[src/rtl/inst_fetch_queue_if.sv]
// Fetch-to-decode handshake bundle for the instruction prefetch queue.
// Master is the fetch/decode side; slave is the queue itself.
interface inst_fetch_queue_if #(
  parameter int unsigned DEPTH  = 4,
  parameter int unsigned ADDR_W = 32,
  parameter int unsigned DATA_W = 32
);
  localparam int unsigned CNT_W = $clog2(DEPTH) + 1;

  logic              flush;
  logic              fetch_valid;
  logic [ADDR_W-1:0] fetch_pc;
  logic [DATA_W-1:0] fetch_inst;
  logic              fetch_ready;
  logic              id_valid;
  logic [ADDR_W-1:0] id_pc;
  logic [DATA_W-1:0] id_inst;
  logic              id_ready;
  logic [CNT_W-1:0]  count;

  modport master (
    output flush, fetch_valid, fetch_pc, fetch_inst, id_ready,
    input  fetch_ready, id_valid, id_pc, id_inst, count
  );

  modport slave (
    input  flush, fetch_valid, fetch_pc, fetch_inst, id_ready,
    output fetch_ready, id_valid, id_pc, id_inst, count
  );
endinterface

[src/rtl/inst_fetch_queue.sv]
// Prefetch FIFO of {pc, instruction} pairs between fetch and decode.
// Occupancy alone decides full/empty; an empty head reads as a NOP bubble.
module inst_fetch_queue #(
  parameter int unsigned DEPTH  = 4,
  parameter int unsigned ADDR_W = 32,
  parameter int unsigned DATA_W = 32
) (
  input  logic               clk,
  input  logic               rst_n,
  inst_fetch_queue_if.slave  bus
);
  localparam int unsigned PTR_W = $clog2(DEPTH);
  localparam int unsigned CNT_W = PTR_W + 1;

  logic [ADDR_W-1:0] pc_mem   [DEPTH];
  logic [DATA_W-1:0] inst_mem [DEPTH];

  logic [PTR_W-1:0] wr_ptr_q, wr_ptr_d;
  logic [PTR_W-1:0] rd_ptr_q, rd_ptr_d;
  logic [CNT_W-1:0] count_q, count_d;
  logic             not_empty;
  logic             not_full;
  logic             push;
  logic             pop;

  assign not_empty = (count_q != '0);
  assign not_full  = (count_q != CNT_W'(DEPTH));
  assign push      = bus.fetch_valid & not_full;
  assign pop       = not_empty & bus.id_ready;

  // Flush wins over any same-cycle push or pop.
  always_comb begin
    wr_ptr_d = wr_ptr_q;
    rd_ptr_d = rd_ptr_q;
    count_d  = count_q;
    if (bus.flush) begin
      wr_ptr_d = '0;
      rd_ptr_d = '0;
      count_d  = '0;
    end else begin
      if (push) wr_ptr_d = wr_ptr_q + PTR_W'(1);
      if (pop)  rd_ptr_d = rd_ptr_q + PTR_W'(1);
      count_d = count_q + CNT_W'(push) - CNT_W'(pop);
    end
  end

  always_ff @(posedge clk or negedge rst_n) begin
    if (!rst_n) begin
      wr_ptr_q <= '0;
      rd_ptr_q <= '0;
      count_q  <= '0;
    end else begin
      wr_ptr_q <= wr_ptr_d;
      rd_ptr_q <= rd_ptr_d;
      count_q  <= count_d;
    end
  end

  // Storage needs no reset; only entries covered by count are ever observed.
  always_ff @(posedge clk) begin
    if (push && !bus.flush) begin
      pc_mem[wr_ptr_q]   <= bus.fetch_pc;
      inst_mem[wr_ptr_q] <= bus.fetch_inst;
    end
  end

  assign bus.fetch_ready = not_full;
  assign bus.id_valid    = not_empty;
  assign bus.id_pc       = not_empty ? pc_mem[rd_ptr_q]   : '0;
  assign bus.id_inst     = not_empty ? inst_mem[rd_ptr_q] : '0;
  assign bus.count       = count_q;

  a_count_bound: assert property (@(posedge clk) disable iff (!rst_n)
    count_q <= CNT_W'(DEPTH));
  a_bubble_zero: assert property (@(posedge clk) disable iff (!rst_n)
    !not_empty |-> (bus.id_pc == '0 && bus.id_inst == '0));
endmodule

[src/flat_wrapper.sv]
// flat-port wrapper written by rule: the top's interface ports become plain ports
module inst_fetch_queue_flat 
#(
  parameter int unsigned DEPTH  = 4,
  parameter int unsigned ADDR_W = 32,
  parameter int unsigned DATA_W = 32
)
  (clk, rst_n, bus_flush, bus_fetch_valid, bus_fetch_pc, bus_fetch_inst, bus_id_ready, bus_fetch_ready, bus_id_valid, bus_id_pc, bus_id_inst, bus_count);
  inst_fetch_queue_if #(.DEPTH(DEPTH), .ADDR_W(ADDR_W), .DATA_W(DATA_W)) bus_i ();
  input  logic clk;
  input  logic rst_n;
  input wire logic [$bits(bus_i.flush)-1:0] bus_flush;
  input wire logic [$bits(bus_i.fetch_valid)-1:0] bus_fetch_valid;
  input wire logic [$bits(bus_i.fetch_pc)-1:0] bus_fetch_pc;
  input wire logic [$bits(bus_i.fetch_inst)-1:0] bus_fetch_inst;
  input wire logic [$bits(bus_i.id_ready)-1:0] bus_id_ready;
  output wire logic [$bits(bus_i.fetch_ready)-1:0] bus_fetch_ready;
  output wire logic [$bits(bus_i.id_valid)-1:0] bus_id_valid;
  output wire logic [$bits(bus_i.id_pc)-1:0] bus_id_pc;
  output wire logic [$bits(bus_i.id_inst)-1:0] bus_id_inst;
  output wire logic [$bits(bus_i.count)-1:0] bus_count;
  assign bus_i.flush = bus_flush;
  assign bus_i.fetch_valid = bus_fetch_valid;
  assign bus_i.fetch_pc = bus_fetch_pc;
  assign bus_i.fetch_inst = bus_fetch_inst;
  assign bus_i.id_ready = bus_id_ready;
  assign bus_fetch_ready = bus_i.fetch_ready;
  assign bus_id_valid = bus_i.id_valid;
  assign bus_id_pc = bus_i.id_pc;
  assign bus_id_inst = bus_i.id_inst;
  assign bus_count = bus_i.count;
  inst_fetch_queue #(.DEPTH(DEPTH), .ADDR_W(ADDR_W), .DATA_W(DATA_W)) u_core (.clk(clk), .rst_n(rst_n), .bus(bus_i));
endmodule
[config.mk]
export PLATFORM = sky130hd
export DESIGN_NAME = inst_fetch_queue_flat
export DESIGN_NICKNAME = d
export VERILOG_FILES = /design/src/rtl/inst_fetch_queue_if.sv /design/src/rtl/inst_fetch_queue.sv /design/src/flat_wrapper.sv
export SDC_FILE = /design/constraint.sdc
export NUM_CORES = 1
export LEC_CHECK = 0
export CORE_ASPECT_RATIO = 1.4
export CORE_MARGIN = 2
export CORE_UTILIZATION = 55
export CTS_CLUSTER_SIZE = 8
export DETAILED_ROUTE_END_ITERATION = 8
export MAX_ROUTING_LAYER = met4
export PLACE_DENSITY_LB_ADDON = 0.1
export SLEW_MARGIN = 10
export SYNTH_ARGS = -nofsm -noshare
export SYNTH_HDL_FRONTEND = slang
export SYNTH_SLANG_ARGS = --single-unit
[constraint.sdc]
create_clock -name clk -period 7.85 [get_ports clk]
set_input_delay 1.57 -clock clk [delete_from_list [all_inputs] [get_ports clk]]
set_output_delay 1.57 -clock clk [all_outputs]
set_load 0.005 [all_outputs]
# Word level (Yosys, flattened, before mapping)
# Memories as Yosys holds them, arrays and structs flattened.
# Index checks and enable logic that the tools add are counted.
[word_totals]
regBits = 7
latchBits = 0
mem_bits_rw = 256
romBits = 0
in_bits = 69
out_inout_bits = 69
elab_cells = 26
memories = 2
[mem_list]
columns = ["name", "depth", "word_bits", "rd", "rd_ports_with_merged_regs", "wr", "line", "text"]
rows = [
  ["u_core.inst_mem", 4, 32, 1, 0, 1, "inst_fetch_queue.sv:16", "logic [DATA_W-1:0] inst_mem [DEPTH];"],
  ["u_core.pc_mem", 4, 32, 1, 0, 1, "inst_fetch_queue.sv:15", "logic [ADDR_W-1:0] pc_mem [DEPTH];"],
]
[classes]
n_addsub = 4
n_mul = 0
div = 0
order_cmp = 0
n_eq_ne = 1
shifts = 0
n_mux = 9
bitwise_logic = 2
reduce_logical = 5
[op_table]
columns = ["op", "count"]
rows = [
  ["$mux W32", 2],
  ["$mux W2", 4],
  ["$add A2 B1 Y2 const B", 2],
  ["$reduce_bool A2 Y1", 2],
  ["$add A3 B1 Y3", 1],
  ["$mux W3", 1],
  ["$ne A3 B3 Y1 const B", 1],
  ["$reduce_bool A3 Y1", 1],
  ["$sub A3 B1 Y3", 1],
  ["$and A1 B1 Y1", 2],
  ["$mux W1", 2],
  ["$logic_and A1 B1 Y1", 1],
  ["$logic_not A1 Y1", 1],
]

# Logic depth before layout (Yosys ltp)
# Gate-level depths: netlist of the first run.
[depth]
depth_word = 5
mapped_depth = 10
ltp_nobuf = 10

# Worst setup path before layout of the first run
# Ideal clock, no wire load.
[synth_timing]
path_type = "input to register"
start = "in bus_flush"
end = "mem u_core.inst_mem[2][0] (enable)"
setup_time_ps = 578
arrival_ps = 6494
t_required_ps = 7272
slack_ps = 778
path_stages = 2
n_path_buf = 1
cell_sequence = "clkbuf_1 -> nor3b_1"
[synth_via]
elab_chain_len = 4
[synth_rtl]
columns = ["element", "line", "text"]
rows = [
  ["start, declared", "flat_wrapper.sv:12", "input wire logic [$bits(bus_i.flush)-1:0] bus_flush;"],
  ["$logic_not A1 Y1", "inst_fetch_queue.sv:61", "if (push && !bus.flush) begin"],
  ["$logic_and A1 B1 Y1", "inst_fetch_queue.sv:61", ""],
  ["$mux W1", "inst_fetch_queue.sv:61", ""],
  ["$mux W1 (implied by the code)", "inst_fetch_queue.sv:63", "inst_mem[wr_ptr_q] <= bus.fetch_inst;"],
  ["end, declared", "inst_fetch_queue.sv:16", ""],
]
# Every way passes these cells.

# Final worst setup path of the first run
[layout_timing]
start = "reg u_core.rd_ptr_q[0]"
end = "out bus_id_inst[4]"
[layout_via]
elab_chain_len = 2
[layout_rtl]
columns = ["element", "line", "text"]
rows = [
  ["start, declared", "inst_fetch_queue.sv:19", "logic [PTR_W-1:0] rd_ptr_q, rd_ptr_d;"],
  ["start signal, assigned", "inst_fetch_queue.sv:54", "rd_ptr_q <= rd_ptr_d;"],
  ["$mem_v2 Z4 W32", "-", ""],
  ["$mux W32", "inst_fetch_queue.sv:70", "assign bus.id_inst = not_empty ? inst_mem[rd_ptr_q] : '0;"],
  ["end, declared", "flat_wrapper.sv:20", "output wire logic [$bits(bus_i.id_inst)-1:0] bus_id_inst;"],
]
# Every way passes these cells.

==> flow_summary.yaml, run 1 <==
timing:
  setup_tns_ps: 0
  fin_skew_ps: 14.9
  setup_viol: 0
  setup_ws_ps: 3010
  period_minus_slack_ps: 4840
  rsz0062_at_grt: "no"
  tightest_slew_ps: 1050
  drv_slew: 0
  hold_violations: 0
  period_share_pct: 61.6
  clock.fmax_mhz: 207
  relSlewSlack_pct: 29.8
place:
  dp_slack_ps: 3400
  portBuffers: 137
  place_congestion: 0.698
  dp_hpwl_mm: 10.1
die:
  die_area_sq_mm: 0.0195
  rows: 58
  io_pins: 138
  die_x_um: 119
  core_area_sq_mm: 0.0180
  start_util_pct: 56.3
  die_h_um: 165
drt:
  viasPerCell: 5.59
  wl_mm: 18.3
  wl_per_cell_um: 21.0
  vias: 4869
  drt_iter0_drc: 356
  dr.pass1.iters: 5
  ant_nets: 0
  drc: 0
run_status:
  status: "finished, final reports clean"
worst_setup_path:
  criticalPathCategory: "reg2out"
  arrival_ps: 3270
  critPathTopFamily: "buffers and inverters"
  max_stage_delay_ps: 890
  crit_buf_inv: 2
  start_kind: "flip-flop"
  cp-end-kind: "primary output"
  critPathRequiredTime_ps: 6280
  cpMaxStageDelayCell: "dfrtp_4"
  worstPathMaxFanout: 36
  crit_chain: "buf_4 > mux4_2 > and2_1 > clkdlybuf4s50_1"
yosys:
  synth_warnings: 0
  synth_seq_cells: 263
  ys_seq_area_share_pct: 77.6
  synth_area_sq_mm: 0.0101
  yosysUniqueCellTypes: 24
  syn_avg_cell_area_sq_um: 22.4
  synth.net_count: 528
  syn_inst: 452
clock_tree:
  clkSinkCount: 263
  clkTransAtPathRegs_ps: 50
  cts_hold_buf: 0
  cts_tree: "done"
  clockBufferDepth: 3
  clock_latency_ps: 490
  htree_num_levels: 2
  post_cts_buffers: 0
  cts_root_buffer: "clkbuf_16"
  cts.repair.resized: 0
  cts_buffers: 38
pwr:
  vdd_ir_drop_max_uv: 258
  p_per_area_mw_per_mm2: 325
  leakage_nw: 4.14
finish:
  syn_to_final_growth_pct: 26.4
  fill_cells: 1195
  drive_gt1_share_pct: 19.4
  final_nets: 691
global_routing:
  grt_pass1_wl_mm: 28.3
  antenna_found_initial: 0
  grtUsageTotal_pct: 19.7
  grt_max_degree: 66
  globalRouteOverflowTotal: 0
  grt_pass1_vias: 5284
hold_path:
  hold_path.class: "reg2reg"
run:
  maxCapViolCount: 0
through the flow:
step | total power (W) | instance area, sq um | hold WS (ps) | std cells | util [%]
after global routing | 0.00436 | 12800 | 651 | 870 | 71.1
final | 0.00416 | 12800 | 628 | 871 | 71.1
after global placement | 0.00279 | 11800 | 569 | 815 | 65.3
after CTS | 0.00422 | 12800 | 627 | 870 | 71.1
after detailed placement | 0.00280 | 11800 | 617 | 815 | 65.3
after floorplan | 0.00229 | 10100 | 554 | 452 | -
power by group:
part	switching [W]	leakage (nW)	internal [W]	total [W]
Sequential	0.0000963	2.41	0.00164	0.00174
Combinational	0.000369	1.22	0.000647	0.00102
Clock	0.000515	0.503	0.000895	0.00141
state kept, by name, summed over array words and instances (netlist names):
name / cells
u_core.inst_mem: 128
u_core.pc_mem: 128
u_core.bus.count: 3
u_core.rd_ptr_q: 2
u_core.wr_ptr_q: 2
kinds of logic after synthesis:
group	count (synthesis)	synth area share, %
mux	66	14.5
simple gates	82	4.98
flops	263	77.6
compound gates	2	0.161
fa+ha+maj	7	0.939
xor+xnor	3	0.259
buf+inv	29	1.54
routing by layer:
metal,vias to the layer above,global-route usage [%],share of wire [%]
li1,2153,-,-
met1,2532,24.3,41
met2,153,33.2,53
met3,31,3.87,5.3
met4,0,6.55,1.7
met5,-,-,0
layout by cell type (no fill, tap or decap), drive strengths merged, types with 4 or more instances in the layout:
master	n
and2	65
buf	8
clkbuf	54
clkdlybuf4s50	137
dfrtp	7
edfxtp	256
ha	6
inv	8
mux4	64
nor2	6
nor3b	4
area by class of cell:
class | instances | area (sq um) | area share, %
antenna | 1 | 2.50 | 0.0195
inverter | 7 | 26.3 | 0.205
timing repair buffer | 145 | 1430 | 11.2
tap | 240 | 300 | 2.35
clock inverter | 1 | 8.76 | 0.0684
sequential | 263 | 7870 | 61.5
clock buffer | 54 | 1030 | 8.06
multi-input combinational | 160 | 2130 | 16.6
cell usage after synthesis:
cell type  instances  area [sq um]
edfxtp_1         256          7690
and2_1            65           407
mux4_2            64          1440
clkbuf_1           9          33.8
buf_2              8          40.0
dfrtp_1            7           175
ha_1               6          75.1
inv_1              6          22.5
nor2_1             6          22.5
buf_6              5          56.3
nor3b_1            4          30.0
xor2_1             3          26.3
nand2b_1           2          12.5
fa_1               1          20.0
inv_2              1          3.75
mux2_4             1          15.0
mux2i_1            1          10.0
nand2_2            1          6.26
nor2b_1            1          6.26
nor3_1             1          5.00
o311ai_0           1          8.76
o31ai_1            1          7.51
or3_1              1          6.26
or3b_1             1          8.76
worst reg2reg max path: stages (launching register included):
cell and delay [ps]:
dfrtp_1 490, o31ai_1 440, inv_1 80, ha_1 290, inv_1 60, ha_1 120, inv_1 50, fa_1 410
xor2_1 170, and2_1 160, nor3_1 120
worst paths after layout:
path	slack (ps)	depth (start not counted)	startpoint	end
max	3010	4	u_core.rd_ptr_q[0]$_DFFE_PN0P_	bus_id_inst[4]
min	630	2	u_core.wr_ptr_q[1]$_DFFE_PN0P_	u_core.wr_ptr_q[1]$_DFFE_PN0P_
max reg2reg	5380	10	u_core.bus.count[1]$_DFF_PN0_	u_core.bus.count[2]$_DFF_PN0_
min reg2reg	630	2	u_core.wr_ptr_q[1]$_DFFE_PN0P_	u_core.wr_ptr_q[1]$_DFFE_PN0P_
max in group asynchronous	6210	1	rst_n	u_core.rd_ptr_q[1]$_DFFE_PN0P_
min in group asynchronous	1360	1	rst_n	u_core.wr_ptr_q[1]$_DFFE_PN0P_
Note: power is estimated with default switching activity, not from simulation.
==> run 2: changes to the inputs <==
==> constraint.sdc (replaced) <==
create_clock -name clk -period 4.9 [get_ports clk]
set_input_delay 0.98 -clock clk [delete_from_list [all_inputs] [get_ports clk]]
set_output_delay 0.98 -clock clk [all_outputs]
set_load 0.005 [all_outputs]
==> run 2 against run 1 <==
Net effect:
- total power grew 63%
- combinational power increased by 64%
- critical path depth is the same
- sequential share of layout area down 0.27 points
- design area up 0.44%
- first-iteration DRC count up 13%
- final cell count did not move
- via count grew 0.16%
- die area unchanged
- critical path type unchanged
==> flow_summary.yaml, run 2 (synthesized netlist as in run 1, its figures left out) <==
worst_setup_path:
  cp-end-kind: "primary output"
  criticalPathCategory: "reg2out"
  cpMaxStageDelayCell: "dfrtp_4"
  max_stage_delay_ps: 800
  start_kind: "flip-flop"
  arrival_ps: 2910
  critPathRequiredTime_ps: 3920
  crit_chain: "buf_12 > mux4_2 > and2_1 > clkdlybuf4s50_1"
  worstPathMaxFanout: 39
die:
  io_pins: 138
  core_area_sq_mm: 0.0180
  start_util_pct: 56.3
  die_x_um: 119
  die_h_um: 165
  rows: 58
  die_area_sq_mm: 0.0195
clock_tree:
  cts_root_buffer: "clkbuf_16"
  htree_num_levels: 2
  post_cts_buffers: 0
  cts.repair.resized: 0
  clock_latency_ps: 490
  clkTransAtPathRegs_ps: 50
  clockBufferDepth: 3
  clkSinkCount: 263
  cts_buffers: 38
  cts_hold_buf: 0
  cts_tree: "done"
finish:
  fill_cells: 1176
  drive_gt1_share_pct: 19.5
  multi_input_area_sq_mm: 0.00214
  final_nets: 691
  syn_to_final_growth_pct: 27.0
  final_cell_mix: "edfxtp_1 (256), clkdlybuf4s50_1 (137), and2_1 (65)"
  final-seq-area_sq_mm: 0.00787
  layout_commonest_cell: "edfxtp_1"
timing:
  fin_skew_ps: 13.0
  clock.fmax_mhz: 257
  tightest_slew_ps: 1080
  hold_violations: 0
  drv_slew: 0
  period_minus_slack_ps: 3890
  rsz0062_at_grt: "no"
  setup_tns_ps: 0
  relSlewSlack_pct: 28.2
  setup_viol: 0
  period_share_pct: 79.3
  setup_ws_ps: 1010
run:
  maxCapViolCount: 0
drt:
  drt_iter0_drc: 404
  wl_per_cell_um: 21.9
  ant_nets: 0
  drc: 0
  wl_mm: 19.1
  viasPerCell: 5.60
  vias: 4877
  dr.pass1.iters: 4
pwr:
  p_per_area_mw_per_mm2: 526
  vdd_ir_drop_max_uv: 496
  leakage_nw: 4.16
global_routing:
  grt_pass1_wl_mm: 29.5
  antenna_found_initial: 1
  grt_pass1_vias: 5374
  grtUsageTotal_pct: 20.4
  globalRouteOverflowTotal: 0
  grt_max_degree: 66
run_status:
  status: "finished, final reports clean"
place:
  place_congestion: 0.728
  dp_hpwl_mm: 10.7
  dp_slack_ps: 1440
  portBuffers: 137
hold_path:
  hold_path.class: "reg2reg"
[run 2: changes by cell type in the layout (fill, tap and decap cells not counted), sizes merged]
cell and change:
inv -1, clkbuf +1
[run 2: through the flow]
| stage | hold slack [ps] | power (W) | cell area [sq um] | cells | util (%) |
|---|---|---|---|---|---|
| after global placement | 573 | 0.00449 | 11800 | 815 | 65.4 |
| after detailed placement | 604 | 0.00451 | 11800 | 815 | 65.4 |
| after CTS | 614 | 0.00686 | 12900 | 870 | 71.4 |
| after global routing | 641 | 0.00707 | 12900 | 871 | 71.4 |
| final | 614 | 0.00677 | 12900 | 871 | 71.4 |
| after floorplan | 554 | 0.00366 | 10100 | 452 | - |
[run 2: critical path: cells and delay by family (launching register included)]
family / cells / cell delay [ps]
buffers and inverters: 2 / 840
flip-flops: 1 / 800
multiplexers: 1 / 540
AND/OR/NAND/NOR: 1 / 200
[run 2: area by class of cell]
cell class / instances / area share, %
clock buffers: 55 / 8.39
diodes: 1 / 0.0195
repair buffers: 145 / 11.2
well taps: 240 / 2.34
inverters: 7 / 0.204
flip-flops and latches: 263 / 61.2
multi-input cells: 160 / 16.6
[run 2: metal layers]
| metal | GRT usage [%] | share of wire, % | vias up |
|---|---|---|---|
| met2 | 34.1 | 53 | 166 |
| li1 | - | - | 2146 |
| met4 | 7.52 | 2.7 | 0 |
| met3 | 3.69 | 5.4 | 35 |
| met1 | 25.4 | 39 | 2530 |
| met5 | - | 0 | - |
[run 2: where the power goes]
| part | leakage, nW | switching (W) | internal [W] |
|---|---|---|---|
| Clock | 0.522 | 0.000836 | 0.00149 |
| Combinational | 1.23 | 0.000622 | 0.00105 |
| Sequential | 2.41 | 0.000138 | 0.00263 |
| Total | 4.16 | 0.00160 | 0.00517 |
[run 2: final timing paths]
| kind | from | to | slack [ps] | cells past startpoint |
|---|---|---|---|---|
| max reg2reg | u_core.bus.count[1]$_DFF_PN0_ | u_core.bus.count[2]$_DFF_PN0_ | 2490 | 10 |
| min | u_core.wr_ptr_q[1]$_DFFE_PN0P_ | u_core.wr_ptr_q[1]$_DFFE_PN0P_ | 610 | 2 |
| max in group asynchronous | rst_n | u_core.rd_ptr_q[0]$_DFFE_PN0P_ | 3880 | 1 |
| max | u_core.rd_ptr_q[0]$_DFFE_PN0P_ | bus_id_inst[4] | 1010 | 4 |
| min in group asynchronous | rst_n | u_core.rd_ptr_q[1]$_DFFE_PN0P_ | 750 | 1 |
| min reg2reg | u_core.wr_ptr_q[1]$_DFFE_PN0P_ | u_core.wr_ptr_q[1]$_DFFE_PN0P_ | 610 | 2 |
